File: config.mk
export PLATFORM = sky130hd
export DESIGN_NAME = pwm_sched
export DESIGN_NICKNAME = d
export VERILOG_FILES = /design/src/rtl/pwm_sched.sv
export SDC_FILE = /design/constraint.sdc
export NUM_CORES = 1
export LEC_CHECK = 0
export ABC_CLOCK_PERIOD_IN_PS = 9700
export BUFFER_PORTS_ARGS = -buffer_cell sky130_fd_sc_hd__buf_4
export CAP_MARGIN = 25
export CELL_PAD_IN_SITES_DETAIL_PLACEMENT = 0
export CELL_PAD_IN_SITES_GLOBAL_PLACEMENT = 1
export CORE_ASPECT_RATIO = 1.4
export CORE_UTILIZATION = 25
export CTS_CLUSTER_SIZE = 20
export DETAILED_ROUTE_END_ITERATION = 16
export GPL_TIMING_DRIVEN = 0
export HOLD_SLACK_MARGIN = 0.08
export PLACE_DENSITY = 0.48
export REMOVE_ABC_BUFFERS = 1
export SETUP_SLACK_MARGIN = 0.02
export SLEW_MARGIN = 20
export SYNTH_ARGS = -nofsm -noshare
export SYNTH_HDL_FRONTEND = slang
export SYNTH_SLANG_ARGS = --single-unit
File: constraint.sdc
create_clock -name clk -period 9.7 [get_ports clk]
set_clock_uncertainty 0.05 [all_clocks]
set_input_delay 0.485 -clock clk [delete_from_list [all_inputs] [get_ports clk]]
set_output_delay 0.485 -clock clk [all_outputs]
set_load 0.005 [all_outputs]
File: src/rtl/pwm_sched.sv
// rtl/pwm_sched.sv - shared period counter, shadow/active channel config and run/stop sequencing
module pwm_sched #(
    parameter int          NUM_CH     = 4,
    parameter logic [15:0] DEF_PERIOD = 16'd100
) (
    input  logic                   clk,
    input  logic                   rst,
    input  logic                   run_req,
    input  logic                   wr_en,
    input  logic [2:0]             wr_ch,
    input  logic [1:0]             wr_sel,
    input  logic [15:0]            wr_data,
    input  logic                   commit,
    output logic                   commit_pending,
    output logic                   commit_done,
    output logic                   running,
    output logic [15:0]            period_count,
    output logic [15:0]            period_out,
    output logic [16*NUM_CH-1:0]   phase_out,
    output logic [16*NUM_CH-1:0]   duty_out,
    output logic [3*NUM_CH-1:0]    trig_out,
    output logic [NUM_CH-1:0]      enable_out,
    output logic [NUM_CH-1:0]      invert_out,
    output logic [NUM_CH-1:0]      initial_out
);

    typedef enum logic [1:0] {IDLE = 2'd0, RUN = 2'd1, STOP_WAIT = 2'd2} state_t;

    typedef struct packed {
        logic [15:0] phase;
        logic [15:0] duty;
        logic [2:0]  trig;
        logic        en;
        logic        inv;
        logic        init;
    } cfg_t;

    state_t            state_q, state_d;
    logic [15:0]       count_q, count_d;
    logic [15:0]       per_sh_q, per_sh_d;
    logic [15:0]       per_act_q, per_act_d;
    logic              pending_q, pending_d;
    logic              done_q, done_d;
    logic              running_q, running_d;
    logic [NUM_CH-1:0] enable_q, enable_d;
    cfg_t              sh_q  [NUM_CH];
    cfg_t              sh_d  [NUM_CH];
    cfg_t              act_q [NUM_CH];
    cfg_t              act_d [NUM_CH];

    logic [15:0]       eff;
    logic              boundary;
    logic              apply;

    assign eff      = (per_act_q == 16'd0) ? 16'd1 : per_act_q;
    assign boundary = (state_q != IDLE) && (count_q == eff - 16'd1);

    always_comb begin
        sh_d     = sh_q;
        per_sh_d = per_sh_q;
        if (wr_en) begin
            if (wr_sel == 2'd2) begin
                per_sh_d = wr_data;
            end else begin
                for (int i = 0; i < NUM_CH; i++) begin
                    if (wr_ch == 3'(i)) begin
                        case (wr_sel)
                            2'd0: sh_d[i].phase = wr_data;
                            2'd1: sh_d[i].duty  = wr_data;
                            default: begin
                                sh_d[i].trig = wr_data[2:0];
                                sh_d[i].en   = wr_data[3];
                                sh_d[i].inv  = wr_data[4];
                                sh_d[i].init = wr_data[5];
                            end
                        endcase
                    end
                end
            end
        end
    end

    always_comb begin
        state_d = state_q;
        count_d = count_q;
        case (state_q)
            RUN: begin
                count_d = boundary ? 16'd0 : count_q + 16'd1;
                state_d = run_req ? RUN : STOP_WAIT;
            end
            STOP_WAIT: begin
                count_d = boundary ? 16'd0 : count_q + 16'd1;
                if (run_req)       state_d = RUN;
                else if (boundary) state_d = IDLE;
            end
            default: begin
                count_d = 16'd0;
                state_d = run_req ? RUN : IDLE;
            end
        endcase
        running_d = (state_d != IDLE);
    end

    // Shadow next-state is copied so a write landing on the transfer clock is included.
    always_comb begin
        apply     = 1'b0;
        pending_d = pending_q;
        if (state_q == IDLE) begin
            apply     = commit | pending_q;
            pending_d = 1'b0;
        end else if (pending_q && boundary) begin
            apply     = 1'b1;
            pending_d = commit;
        end else begin
            pending_d = pending_q | commit;
        end
        act_d     = act_q;
        per_act_d = per_act_q;
        if (apply) begin
            act_d     = sh_d;
            per_act_d = per_sh_d;
        end
        done_d = apply;
        for (int i = 0; i < NUM_CH; i++) begin
            enable_d[i] = act_d[i].en & running_d;
        end
    end

    always_ff @(posedge clk or posedge rst) begin
        if (rst) begin
            state_q   <= IDLE;
            count_q   <= 16'd0;
            per_sh_q  <= DEF_PERIOD;
            per_act_q <= DEF_PERIOD;
            pending_q <= 1'b0;
            done_q    <= 1'b0;
            running_q <= 1'b0;
            enable_q  <= '0;
            for (int i = 0; i < NUM_CH; i++) begin
                sh_q[i]  <= '0;
                act_q[i] <= '0;
            end
        end else begin
            state_q   <= state_d;
            count_q   <= count_d;
            per_sh_q  <= per_sh_d;
            per_act_q <= per_act_d;
            pending_q <= pending_d;
            done_q    <= done_d;
            running_q <= running_d;
            enable_q  <= enable_d;
            sh_q      <= sh_d;
            act_q     <= act_d;
        end
    end

    assign commit_pending = pending_q;
    assign commit_done    = done_q;
    assign running        = running_q;
    assign period_count   = count_q;
    assign period_out     = per_act_q;
    assign enable_out     = enable_q;

    for (genvar g = 0; g < NUM_CH; g++) begin : g_out
        assign phase_out[16*g +: 16] = act_q[g].phase;
        assign duty_out[16*g +: 16]  = act_q[g].duty;
        assign trig_out[3*g +: 3]    = act_q[g].trig;
        assign invert_out[g]         = act_q[g].inv;
        assign initial_out[g]        = act_q[g].init;
    end

endmodule
Yosys cells after proc, flatten, opt, wreduce, memory -nomap -nowiden
Index checks and enable logic that the tools add are counted.
{"block": "classes", "eq_ne": 8, "reduce_logical": 10, "n_bitwise": 5, "addsub": 2, "mux": 33}
{"operator": "152-bit two-way mux", "n": 2}
{"operator": "16-bit two-way mux", "n": 13}
{"operator": "38-bit two-way mux", "n": 4}
{"operator": "117-bit two-way mux", "n": 1}
{"operator": "6-bit two-way mux", "n": 4}
{"operator": "16-bit by 1-bit adder with 16-bit output, second input constant", "n": 1}
{"operator": "16-bit equality test", "n": 1}
{"operator": "16-bit logical NOT", "n": 1}
{"operator": "16-bit by 1-bit subtractor with 16-bit output, second input constant", "n": 1}
{"operator": "3-bit by 2-bit equality test with 1-bit output, second input constant", "n": 2}
{"operator": "2-bit two-way mux", "n": 3}
{"operator": "1-bit two-way mux", "n": 5}
{"operator": "1-bit bitwise AND", "n": 4}
{"operator": "2-bit by 1-bit equality test with 1-bit output, second input constant", "n": 2}
{"operator": "2-bit equality test, second input constant", "n": 2}
{"operator": "2-bit logical NOT", "n": 2}
{"operator": "2-bit one-hot mux with 2 select lines", "n": 1}
{"operator": "2-bit nonzero test", "n": 2}
{"operator": "2-bit OR reduction", "n": 2}
{"operator": "3-bit by 1-bit equality test with 1-bit output, second input constant", "n": 1}
{"operator": "3-bit logical NOT", "n": 1}
{"operator": "1-bit logical AND", "n": 2}
{"operator": "1-bit OR", "n": 1}
{"block": "word_totals", "wordCells": 114, "ff_bits": 361, "out_inout_bits": 187}

Depth between registers and ports, before layout
{"block": "depth", "ltp_word": 10, "mapped_depth": 15, "depth_no_buf": 12}

Worst setup path after synthesis
No wires, ideal clock.
{"block": "synth_timing", "kind": "reg-to-reg", "start": "register per_act_q[8], in the netlist period_out[8]", "end": "register act_q, in the netlist phase_out[35]", "arrival_ps": 4087, "required_ps": 9525, "path_buffers": 3, "path_stages_with_launch": 15, "path_slack_ps": 5439, "path_cell_list": "dfrtp_1 > or4_1 > clkbuf_1 > nor4_1 > nor2_1 > ha_1 > nor3b_1 > and2_1 > o21ai_0 > a31oi_1 > or4_4 > o41ai_4 > buf_6 > buf_6 > mux2_2"}
{"block": "synth_via", "elab_chain_len": 8}
{"element": "start: declaration", "line": "41", "rtl": "logic [15:0] per_act_q, per_act_d;"}
{"element": "start signal: assignment", "line": "147", "rtl": "per_act_q <= per_act_d;"}
{"element": "16-bit logical NOT", "line": "55", "rtl": "assign eff = (per_act_q == 16'd0) ? 16'd1 : per_act_q;"}
{"element": "16-bit two-way mux (*)", "line": "55"}
{"element": "16-bit by 1-bit subtractor with 16-bit output (*)", "line": "56", "rtl": "assign boundary = (state_q != IDLE) && (count_q == eff - 16'd1);"}
{"element": "16-bit equality test (*)", "line": "56"}
{"element": "1-bit logical AND (*)", "line": "56"}
{"element": "1-bit logical AND (*)", "line": "111", "rtl": "end else if (pending_q && boundary) begin"}
{"element": "1-bit two-way mux (*)", "line": "111"}
{"element": "1-bit two-way mux (*)", "line": "108", "rtl": "if (state_q == IDLE) begin"}
{"element": "end signal: assignment", "line": "153", "rtl": "act_q <= act_d;"}
{"element": "end: declaration", "line": "48", "rtl": "cfg_t act_q [NUM_CH];"}
Every way passes the cells marked *; elsewhere a longest branch is shown, timed or not.
A chain may end at the register's enable or synchronous reset.

Final worst setup path
{"block": "layout_timing", "start": "register per_act_q[9], in the netlist period_out[9]", "end": "register act_q, in the netlist duty_out[25]"}
The elaborated chain is that of the path after synthesis.

==> out/results.txt <==
Pin placement for this block handled 213 I/O pins. The number of warnings reported in the yosys synthesis log came out at 0. Source of the worst register-to-register timing path: period_out[9].

The largest fanout on the critical path was 10. In this run the clock root is driven by a sky130_fd_sc_hd__clkbuf_16. The worst hold path terminates at sh_q[54]. The worst reg2reg path endpoint was duty_out[25]. For this run, the detailed router's first-pass iteration total came to 4. The total of max-cap violations is 0, and the number of cells on the worst reg-to-reg path is 16. Derived from the worst setup path, the maximum achievable clock frequency is 177 MHz.

In this run the biggest area consumer among cell types represents 57.8% of the synthesized area. The clock-pin slew of the registers on the worst-case setup and hold paths came out at 60 ps. After filler insertion, the fill cell instance count of the layout stands at 6,226. For this block, the routed nets add up to 38,600 µm of wire. Entering global routing, the biggest net connects 99 pins. Ranked by total cell area, the synthesized netlist is headed by sky130_fd_sc_hd__dfrtp_1 (58%), sky130_fd_sc_hd__mux2_2 (23%), sky130_fd_sc_hd__buf_4 (7.2%), sky130_fd_sc_hd__mux2_1 (1.4%), sky130_fd_sc_hd__buf_6 (1.2%). For the leakage power figure, the log shows 8.56 nW. The library cells used most frequently in the layout, excluding fill and tap cells, are sky130_fd_sc_hd__dfrtp_1 (355), sky130_fd_sc_hd__mux2_2 (317), sky130_fd_sc_hd__buf_4 (226). The floorplan step defined a die boundary enclosing 62,500 µm². Registers take 9040 µm².

Endpoint type of the worst setup path: a flip-flop. The worst stage delay on the critical path is 770 ps. The areal power density over the cells was 284 nW/µm²; the post-synthesis cell area was 15,400 µm².

The smallest clock period supported by the final layout is computed as 5650 ps. A synthesized cell averages 14.4 µm². For this design, the slowest cell found on the critical path is sky130_fd_sc_hd__o41ai_4.

The critical path in this run is classified as reg2reg. Once the clock tree was built, the setup fixing pass inserted 0 buffers. The worst IR drop on VDD is 0.000145 V.

The via count of the first global-routing pass came out at 8,883. The number of synthesized flops with an enable pin came out at 0. Counting every instance in the synthesized netlist gives 1,070. The arrival time of the worst setup path came out at 6050 ps.

The maximum buffer depth of the clock tree was 3. Summed over all instances, the cell type with the most area after synthesis is sky130_fd_sc_hd__dfrtp_1. The width of the chip was 212 µm. Required time reported for the critical path endpoint: 10,100 ps.

Counting tap cells, the placed design contains a total of 1,939 instances. In the final layout, the share of cells above drive strength 1 is 53.5%. Post-synthesis register bit count: 361.

The reg-to-reg setup timing slack was 4050 ps; the number of nets still failing antenna checks after routing was 0. The tools report the number of endpoints with negative hold slack in the final report as 0. Once detailed placement completed, the half-perimeter wirelength came to 26,400 µm. After clock tree synthesis, the flow added hold-fix buffers numbering 3. Routability-driven placement finished with a final weighted congestion of 0.732. Setup violations remaining at the end of the flow were counted as 0.

In the routed layout, each cell is associated on average with a via count of 4.13. In the finished design, the share of the clock period the worst path needs comes to 58.2%. Type of the worst min-delay path: in2reg. The transition at the pin with the smallest max-transition slack was 802 ps.

The initial utilization of the core area, before any placement, comes to 25.3%. The highest layer touched by signal routing is met4. Dividing the detail-routed wire length by the instance count gives 19.1 µm. The logs give 361 for the CTS sink count and 0 for the count of cells resized by post-cts repair. Counting flops with an async set or reset pin after synthesis yields a share of 100%. The run gives 4960 µm² as the area of the multi-input gates.

The total length of routed met2 wires is 20,200 µm. The later pin in the worst-skew pair is clocked with a latency of 560 ps. Synthesis-to-finish area growth: 20.0%. In this run the standard cell core region covers 60,800 µm². The logs give 337 for the detailed router's first-iteration violation count and 16,000 µm for the met1 routed wirelength after detailed routing. For this run, the number of standard cells in the final layout without fillers is 2,017.

In this run, CTS created clock tree buffers numbering 40. Measured against its own limit, the worst slew margin works out to 46.4%. The total overflow left after global routing is 0.

By instance count, the cell type seen most on the critical path is sky130_fd_sc_hd__buf_4. STA classifies the critical path startpoint as a flip-flop. Setup repair after global routing left no endpoint under its margin. The final layout contains 1,198 nets. Timing analysis after detailed placement gives a worst setup slack of 3900 ps. Sequential cells were found to cover 58.8% of the synthesized design area.

The source of the worst hold timing path is wr_data[10]. For the final worst setup slack, the log shows 4050 ps. Traced cell by cell, the critical path runs through or4_1 > nor4_1 > nor2_1 > ha_1 > nor3b_1 > and2_1 > o21ai_0 > a31oi_1 > or4_4 > o41ai_4 > buf_8 > buf_4 > buf_4 > buf_6 > buf_4 > mux2_2. The tools report the number of design rule violations left after detail routing as 0. The flow ran to the end, and the final reports show no timing, DRC or antenna violations. The worst hold path passes through 2 cells. Global routing consumed, over all layers together, 12.6% of the routing resources. TritonCTS built the clock tree. Port buffering added 212 buffers. Across all layers, the routed design uses 8,334 vias. The die is 295 µm tall. The synthesized netlist contains 43 unique library cells. The number of H-tree levels is 2. The row count was 107; the first-pass GRT wire length was 58,400 µm.

Met3 wire length: 1500 µm. Commonest register cell after synthesis: sky130_fd_sc_hd__dfrtp_1. The library cell used most frequently in the layout, excluding fill and tap cells, is sky130_fd_sc_hd__dfrtp_1. The run gives 1 as the number of antenna violations at the first check in global routing.

The run gives 0 as the max-slew violation count.
synth_stat cells, types with 2 or more instances:
| cell | n |
|---|---|
| sky130_fd_sc_hd__o31a_1 | 2 |
| sky130_fd_sc_hd__nor3_1 | 5 |
| sky130_fd_sc_hd__nand2_1 | 24 |
| sky130_fd_sc_hd__mux2_2 | 317 |
| sky130_fd_sc_hd__a31oi_1 | 3 |
| sky130_fd_sc_hd__nand4_1 | 2 |
| sky130_fd_sc_hd__buf_4 | 148 |
| sky130_fd_sc_hd__or4_1 | 4 |
| sky130_fd_sc_hd__nand2b_1 | 2 |
| sky130_fd_sc_hd__mux2_1 | 19 |
| sky130_fd_sc_hd__clkbuf_1 | 20 |
| sky130_fd_sc_hd__xor2_1 | 14 |
| sky130_fd_sc_hd__a21oi_1 | 6 |
| sky130_fd_sc_hd__and3_1 | 6 |
| sky130_fd_sc_hd__xnor2_1 | 16 |
| sky130_fd_sc_hd__o21ai_0 | 7 |
| sky130_fd_sc_hd__o211ai_1 | 2 |
| sky130_fd_sc_hd__nor4_1 | 10 |
| sky130_fd_sc_hd__buf_1 | 2 |
| sky130_fd_sc_hd__ha_1 | 5 |
| sky130_fd_sc_hd__nor3b_1 | 4 |
| sky130_fd_sc_hd__dfstp_2 | 6 |
| sky130_fd_sc_hd__nor2_1 | 27 |
| sky130_fd_sc_hd__or3_1 | 5 |
| sky130_fd_sc_hd__dfrtp_1 | 355 |
| sky130_fd_sc_hd__nand3_1 | 10 |
| sky130_fd_sc_hd__o31ai_1 | 3 |
| sky130_fd_sc_hd__inv_1 | 8 |
| sky130_fd_sc_hd__buf_6 | 17 |
| sky130_fd_sc_hd__nor2b_1 | 7 |
| sky130_fd_sc_hd__nand3b_1 | 2 |
registers in the layout (all words and copies together) (netlist names), 4 cells and up:
name / count
enable_out: 4
act_q: 4
initial_out: 4
trig_out: 12
period_count: 16
phase_out: 64
sh_q: 152
period_out: 16
invert_out: 4
duty_out: 64
per_sh_q: 16
stage by stage:
stage	utilization (%)	instance area, µm²	total power (W)	TNS [ps]	hold WS, ps
after floorplan	-	14000	0.00290	-299540	417
after global placement	27.3	16600	0.00372	-2662990	422
after global routing	30.4	18500	0.00556	0	206
final	30.4	18500	0.00524	0	219
after detailed placement	28.0	17000	0.00371	0	428
after CTS	30.4	18500	0.00538	0	183
critical path, delay by kind of cell (launching register included):
kind / cells / cell delay (ps)
AND/OR/NAND/NOR: 6 / 2290
buffers and inverters: 5 / 1060
AO/OA/AOI/OAI: 3 / 1050
flip-flops: 1 / 490
multiplexers: 1 / 350
adder cells (fa/ha/maj): 1 / 230
cells by family after synthesis:
| family | Yosys count | synth area share (%) |
|---|---|---|
| flops | 361 | 58.8 |
| mux | 337 | 24.7 |
| buf+inv | 196 | 9.24 |
| simple gates | 111 | 3.69 |
| compound gates | 30 | 1.48 |
| xor+xnor | 30 | 1.71 |
| fa+ha+maj | 5 | 0.407 |
worst max path at each step:
| stage | from | slack [ps] | to |
|---|---|---|---|
| after global placement | rst | -5450 | duty_out[49] |
| after global routing | period_out[9] | 3600 | duty_out[28] |
| after CTS | period_out[9] | 3890 | duty_out[25] |
| after floorplan | rst | -840 | act_q[116] |
| after detailed placement | period_out[8] | 3900 | duty_out[25] |
| final | period_out[9] | 4050 | duty_out[25] |
metal layers:
| layer | up-vias | track usage (%) |
|---|---|---|
| met4 | 0 | 3.92 |
| li1 | 3783 | - |
| met2 | 142 | 22.4 |
| met3 | 50 | 2.36 |
| met5 | - | 0 |
| met1 | 4359 | 15.2 |
cell type report:
class,instances,share of cell area (%)
repair buffers,243,10.8
well taps,817,5.54
inverters,8,0.203
clock buffers,62,6.53
diodes,1,0.0136
clock inverters,12,1.01
flip-flops and latches,361,49.0
multi-input cells,513,26.9
report_power, final:
part	total (W)	switching, W	internal (W)
registers	0.00223	0.000267	0.00196
logic	0.00140	0.000563	0.000834
clock network	0.00161	0.000640	0.000968
total	0.00524	0.00147	0.00377
Power figures use the tool's default switching activity.
